File: config.mk
export PLATFORM = sky130hd
export DESIGN_NAME = key_conditioner
export DESIGN_NICKNAME = d
export VERILOG_FILES = /design/src/rtl/key_conditioner.sv
export SDC_FILE = /design/constraint.sdc
export NUM_CORES = 1
export LEC_CHECK = 0
export CORE_MARGIN = 10
export CORE_UTILIZATION = 40
export DETAILED_ROUTE_END_ITERATION = 7
export GPL_ROUTABILITY_DRIVEN = 1
export GPL_TIMING_DRIVEN = 0
export PLACE_DENSITY_LB_ADDON = 0.15
export SETUP_SLACK_MARGIN = 0.15
export SLEW_MARGIN = 20
export SYNTH_ARGS = -nofsm -noshare
export SYNTH_HDL_FRONTEND = slang
export SYNTH_SLANG_ARGS = --single-unit
File: constraint.sdc
create_clock -name clk -period 2.05 [get_ports clk]
set_clock_uncertainty 0.15 [all_clocks]
set_input_delay 0.41 -clock clk [delete_from_list [all_inputs] [get_ports clk]]
set_output_delay 0.41 -clock clk [all_outputs]
set_load 0.01 [all_outputs]
File: src/rtl/key_conditioner.sv
// Synchronizes, debounces and frame-aligns the active-low board pushbuttons.
// Define KEY_REPEAT_EN to add per-key auto-repeat on pressed_frame.
module key_conditioner #(
    parameter int unsigned NUM_KEYS            = 4,
    parameter int unsigned DEBOUNCE_CYCLES     = 742500,
    parameter int unsigned CNT_W               = 20,
    parameter int unsigned REPEAT_DELAY_FRAMES = 30,
    parameter int unsigned REPEAT_RATE_FRAMES  = 6
) (
    input  logic                clk,
    input  logic                reset,
    input  logic                frame_start,
    input  logic [NUM_KEYS-1:0] keys_n,
    output logic [NUM_KEYS-1:0] held,
    output logic [NUM_KEYS-1:0] press_pulse,
    output logic [NUM_KEYS-1:0] release_pulse,
    output logic [NUM_KEYS-1:0] held_frame,
    output logic [NUM_KEYS-1:0] pressed_frame
);

    if (DEBOUNCE_CYCLES < 2 || DEBOUNCE_CYCLES > (2 ** CNT_W) - 1) begin : g_bad_debounce
        $error("DEBOUNCE_CYCLES must lie in 2..2**CNT_W-1");
    end
    if (REPEAT_RATE_FRAMES < 1 || REPEAT_RATE_FRAMES > REPEAT_DELAY_FRAMES) begin : g_bad_repeat
        $error("REPEAT_RATE_FRAMES must lie in 1..REPEAT_DELAY_FRAMES");
    end

    localparam logic [CNT_W-1:0] DEB_LAST = CNT_W'(DEBOUNCE_CYCLES - 1);

    logic [NUM_KEYS-1:0] s1_q, s2_q;
    logic [CNT_W-1:0]    cnt_q [NUM_KEYS];
    logic [CNT_W-1:0]    cnt_d [NUM_KEYS];
    logic [NUM_KEYS-1:0] held_q, held_d;
    logic [NUM_KEYS-1:0] press_q, press_d;
    logic [NUM_KEYS-1:0] rel_q, rel_d;
    logic [NUM_KEYS-1:0] latch_q, latch_d;
    logic [NUM_KEYS-1:0] hframe_q, hframe_d;
    logic [NUM_KEYS-1:0] pframe_q, pframe_d;
    logic [NUM_KEYS-1:0] repeat_pf;

    always_comb begin
        held_d  = held_q;
        press_d = '0;
        rel_d   = '0;
        for (int unsigned k = 0; k < NUM_KEYS; k++) begin
            cnt_d[k] = cnt_q[k];
            if (s2_q[k] == held_q[k]) begin
                cnt_d[k] = '0;
            end else if (cnt_q[k] == DEB_LAST) begin
                cnt_d[k]   = '0;
                held_d[k]  = s2_q[k];
                press_d[k] = s2_q[k];
                rel_d[k]   = ~s2_q[k];
            end else begin
                cnt_d[k] = cnt_q[k] + CNT_W'(1);
            end
        end
    end

    // A press pulse coinciding with frame_start goes straight into this frame's snapshot.
    always_comb begin
        latch_d  = latch_q | press_q;
        hframe_d = hframe_q;
        pframe_d = pframe_q;
        if (frame_start) begin
            latch_d  = '0;
            hframe_d = held_q;
            pframe_d = latch_q | press_q | repeat_pf;
        end
    end

    always_ff @(posedge clk) begin
        if (reset) begin
            s1_q     <= '0;
            s2_q     <= '0;
            held_q   <= '0;
            press_q  <= '0;
            rel_q    <= '0;
            latch_q  <= '0;
            hframe_q <= '0;
            pframe_q <= '0;
            for (int unsigned k = 0; k < NUM_KEYS; k++) begin
                cnt_q[k] <= '0;
            end
        end else begin
            s1_q     <= ~keys_n;
            s2_q     <= s1_q;
            held_q   <= held_d;
            press_q  <= press_d;
            rel_q    <= rel_d;
            latch_q  <= latch_d;
            hframe_q <= hframe_d;
            pframe_q <= pframe_d;
            for (int unsigned k = 0; k < NUM_KEYS; k++) begin
                cnt_q[k] <= cnt_d[k];
            end
        end
    end

`ifdef KEY_REPEAT_EN
    localparam int unsigned REP_W = $clog2(REPEAT_DELAY_FRAMES + 1);
    localparam logic [REP_W-1:0] REP_LAST   = REP_W'(REPEAT_DELAY_FRAMES - 1);
    localparam logic [REP_W-1:0] REP_RELOAD = REP_W'(REPEAT_DELAY_FRAMES - REPEAT_RATE_FRAMES);

    logic [REP_W-1:0]    rep_q [NUM_KEYS];
    logic [REP_W-1:0]    rep_d [NUM_KEYS];
    logic [NUM_KEYS-1:0] pend_q, pend_d;

    // Reaching the delay reloads at once and arms pend, which fires on the following frame_start.
    always_comb begin
        pend_d = pend_q;
        for (int unsigned k = 0; k < NUM_KEYS; k++) begin
            rep_d[k] = rep_q[k];
            if (!held_q[k]) begin
                rep_d[k]  = '0;
                pend_d[k] = 1'b0;
            end else if (frame_start) begin
                pend_d[k] = 1'b0;
                if (rep_q[k] == REP_LAST) begin
                    rep_d[k]  = REP_RELOAD;
                    pend_d[k] = 1'b1;
                end else begin
                    rep_d[k] = rep_q[k] + REP_W'(1);
                end
            end
        end
    end

    always_ff @(posedge clk) begin
        if (reset) begin
            pend_q <= '0;
            for (int unsigned k = 0; k < NUM_KEYS; k++) begin
                rep_q[k] <= '0;
            end
        end else begin
            pend_q <= pend_d;
            for (int unsigned k = 0; k < NUM_KEYS; k++) begin
                rep_q[k] <= rep_d[k];
            end
        end
    end

    assign repeat_pf = pend_q;
`else
    assign repeat_pf = '0;
`endif

    assign held          = held_q;
    assign press_pulse   = press_q;
    assign release_pulse = rel_q;
    assign held_frame    = hframe_q;
    assign pressed_frame = pframe_q;

endmodule
Yosys cells after proc, flatten, opt, wreduce, memory -nomap -nowiden
Memories as Yosys holds them, arrays and structs flattened.
Index checks and enable logic that the tools add are counted.
Storage, ports and cells
  flip-flop bits (word level): 32
  RAM bits: 80
  bits of input ports: 7
  output and inout bits: 20
  logic and storage cells: 72
  memories: 1
Memories
  cnt_q: words 4, bits a word 20, read ports 4, clocked after memory_dff 0, write ports 4, RTL line 31  | logic [CNT_W-1:0] cnt_q [NUM_KEYS];
Operators by class
  $add $sub $neg: 4
  eq/ne operators: 8
  multiplexer cells: 15
  bitwise gates (word level): 18
  reduce and logical (&&, ||, !) cells: 9
Operators with widths (count)
  20-bit 2-to-1 mux: 12
  20-bit by 1-bit adder with 20-bit output (second input constant): 4
  20-bit == test (second input constant): 4
  1-bit NOT: 12
  3-bit OR reduction: 4
  2-bit AND reduction: 4
  1-bit == test: 4
  4-bit NOT: 1
  1-bit OR: 4
  4-bit OR: 1
  1-bit 2-to-1 mux: 3
  2-bit OR reduction: 1

Depth between registers and ports, before layout
An unclocked memory read counts as a cell.
  word-level depth: 5
  gate-level depth with buffers: 7
  gate-level depth less buffers: 5

Worst setup path after synthesis
Ideal clock, no wire load.
  path kind: register to register
  from: mem cnt_q[2][0]
  to: mem cnt_q[2][11]
  library setup time: 115 ps
  data arrival time: 1943 ps
  required time: 1785 ps
  path slack: -157 ps
  cell stages (with the launch flop): 7
  buffers on the path: 1
  period minus slack after synthesis: 2207 ps
  cell sequence: dfxtp_1 -> ha_1 -> or4b_1 -> or4_4 -> o21ai_4 -> buf_4 -> nor2_1
RTL lines (RTL line)
  start, declared: 31

==> impl_results.md <==
- Syn. warnings: 0
- CP Capture Point: cnt_q[2][17]
- Hold_buf cts: 0
- GP Congestion: 0.815
- Starting density of the core: approximately 41%
- Vias per inst: 5.31
- Failing checks: negative setup slack
- Max-slew violations: 0
- Post-synth EDFFs: 0
- CTS sink count: around 110
- Critical R2R Launch: cnt_q[2][1]
- Top_reg_cell synth: dfxtp_1
- Post-synth cell types: between 40 and 50
- Initial antenna violation count: 0
- Routed wire per std cell: 14.3 um
- Total Routing Usage GR: between 10% and 20%
- Root buf cell: clkbuf_16
- Die H: 129 um
- Yosys top cell area share: about 47%
- Crit end category: flip-flop
- Core ar.: around 12000 um^2
- Clk buf depth: 2
- Post-synth ARST share: 0%
- Final ANT Viol Nets: 0
- Clock slew at reported path FFs: approximately 0.070 ns
- Avg Cell Area, Syn: slightly below 9 um^2
- Final nets: approximately 600
- RSZ-0062 raised after global routing: yes
- Reg2Reg Setup Slack: -0.08 ns
- Share of post-route cells with drive strength above 1: 22.5%
- First-pass iteration count of the detailed router: 6
- Vias in the first global route: between 3000 and 4000
- Syn Nets: ~550
- Post-synthesis sequential area ratio: between 40 and 50%
- DRC: 0
- Slew Limit Headroom: roughly two thirds
- Register bit count reported by yosys: about 110
- IO Port Bufs: 24
- Crit Path Class: reg -> reg
- Cells after Synth: ~540
- Number of setup violations in the final report: 20
- RR Endpoint: cnt_q[2][17]
- Detailed Route Iter0 Violations: between 200 and 300
- First-pass GRT wire length: ~17 mm
- Clock latency on the worst-skew pair: about 0.35 ns
- Num CTS Buffers: 9
- FILL cells: about 1100
- GRT overflow: 0
- Power Density: around 700 nW/um^2
- LEAKAGE: between 0.0015 and 0.002 uW
- Period utilisation layout: 104%
- H-tree lvl count: 3
- Die width: ~130 um
- Reg2reg path depth: 6
- FP Rows: 39
- Final wirelength: between 10 and 15 mm
- IR drop worst, VDD: 0.369 mV
- Hold Crit Class: reg -> reg
- CP required: roughly 2.1 ns
- Final Hold Viols: 0
- Slew @ Worst Pin: around 0.5 ns
- # IOs: 27
- Die ar.: about 17000 um^2
- CP Launch Type: flip-flop
- Status: complete, but fails checks
- Pin count of the biggest net entering global routing: 17
- Vias: 3922
- Final HPWL DP: a little over 7 mm
- Synthesized area: 4750 um^2
- Most frequent cell after synthesis: dfxtp_1
- Worst-path maximum fanout: 6
- TritonCTS clock tree: done
- Fin crit period: ~2.1 ns
- P&R area growth vs syn: 26.1%
- Fmax: 469 MHz
- Top cells by area, synth: dfxtp_1 (47%), nor2_1 (6.0%), xnor2_1 (5.9%)
- WHS: 0.288 ns
- Crit path launch: cnt_q[2][1]
- Worst Path Arrival: around 2.2 ns
- # diodes: 0
- Min setup slack post-route: -0.0805 ns
- Pre-CTS setup slack: -0.324 ns
- Max Cap Viol: 0
- Most frequent cells after synthesis: dfxtp_1 (112), nor2_1 (76), xnor2_1 (32)
- Largest area contributor in the netlist: dfxtp_1
[cell families after synthesis]
kind of cell             after synthesis  share of synthesized area, %
AO/OA/AOI/OAI                         70                          9.19
XOR/XNOR                              47                          8.66
adder cells (fa/ha/maj)                4                          1.05
buffers and inverters                 31                          2.55
flip-flops                           112                          47.2
multiplexers                           4                         0.843
AND/OR/NAND/NOR                      268                          30.5
[per-stage QoR]
stage / cells / utilization [%] / TNS [ns] / cell area, um^2 / power (uW)
finish: 738 / 52.1 / -1.24 / 5990 / 4140
global placement: 703 / 45.2 / -9.49 / 5200 / 2320
floorplan: 536 / - / -0.756 / 4780 / 2290
detailed placement: 703 / 45.2 / -10.75 / 5200 / 2320
CTS: 731 / 50.4 / -0.927 / 5810 / 4200
global route: 738 / 52.1 / -2.48 / 5990 / 4300
[area by class of cell]
cell class                 count  area (um^2)  area share [%]
multi-input combinational    393         2640            44.1
inverter                      16         60.1            1.00
clock inverter                 3         65.1            1.09
buffer                        15         93.8            1.57
timing repair buffer          43          398            6.64
tap                          143          179            2.98
sequential                   112         2310            38.5
clock buffer                  13          250            4.17
[registers in the layout (all words and copies together) (netlist names)]
signal	flops
s2_q	4
latch_q	4
s1_q	4
held_frame	4
held	4
press_pulse	4
release_pulse	4
pressed_frame	4
cnt_q	80
[cells in the final DEF (no fill, tap or decap), types with 4 or more instances in the layout]
cell type	n
nand4_1	20
ha_4	4
nand2b_1	8
o21ai_4	4
nand3_1	27
mux2i_1	4
xnor2_1	32
nor4_1	11
or3_1	9
nor2b_1	4
and4_1	8
a211oi_1	4
inv_1	16
xor2_1	15
dfxtp_1	78
nor2_2	10
o31ai_1	12
clkbuf_16	9
and3_1	9
o21ai_0	12
nand2_1	21
or4_4	4
buf_6	4
a21oi_1	22
dfxtp_4	9
clkbuf_1	9
nor2_1	66
dfxtp_2	25
buf_4	16
clkbuf_4	4
nor4b_2	4
a21oi_2	8
clkdlybuf4s50_1	21
or4_1	10
nor3_1	27
[routing by layer]
metal  vias to the layer above  wire length, um  track usage [%]
met5                         -                0                0
met4                         0               91             3.41
met3                         8              387             5.09
met2                        52             5060             20.4
met1                      1832             5050             16.0
li1                       2030                -                -
[power by group]
group	internal [uW]	leakage [uW]	switching, uW
Combinational	37.2	0.000727	48.5
Clock	1100	0.000154	761
Sequential	2180	0.000924	8.92
Total	3320	0.00181	819
[worst min path at each step]
stage                         end  startpoint  depth (start not counted)  slack (ns)
after global placement    s2_q[0]     s1_q[0]                          1        0.28
after global routing      s2_q[1]     s1_q[1]                          1        0.32
final                     s2_q[1]     s1_q[1]                          1        0.29
after floorplan           s2_q[0]     s1_q[0]                          1        0.26
after CTS                 s2_q[1]     s1_q[1]                          1        0.29
after detailed placement  s2_q[1]     s1_q[1]                          1        0.27
[worst max-delay path: stages, from the launching register on]
cell     delay (ns)
dfxtp_4        0.36
ha_4           0.14
or4b_4         0.45
or4_4          0.45
o21ai_4        0.24
buf_6          0.18
a21oi_2        0.03
[repair_timing]
action                     4_1_cts  5_1_grt
gates resized for setup         68       47
buffers inserted                11        7
gates cloned                     1        0
pin swaps                       17        9
setup endpoints to repair       82       83
No activity file was read; power rests on OpenSTA's default activity.
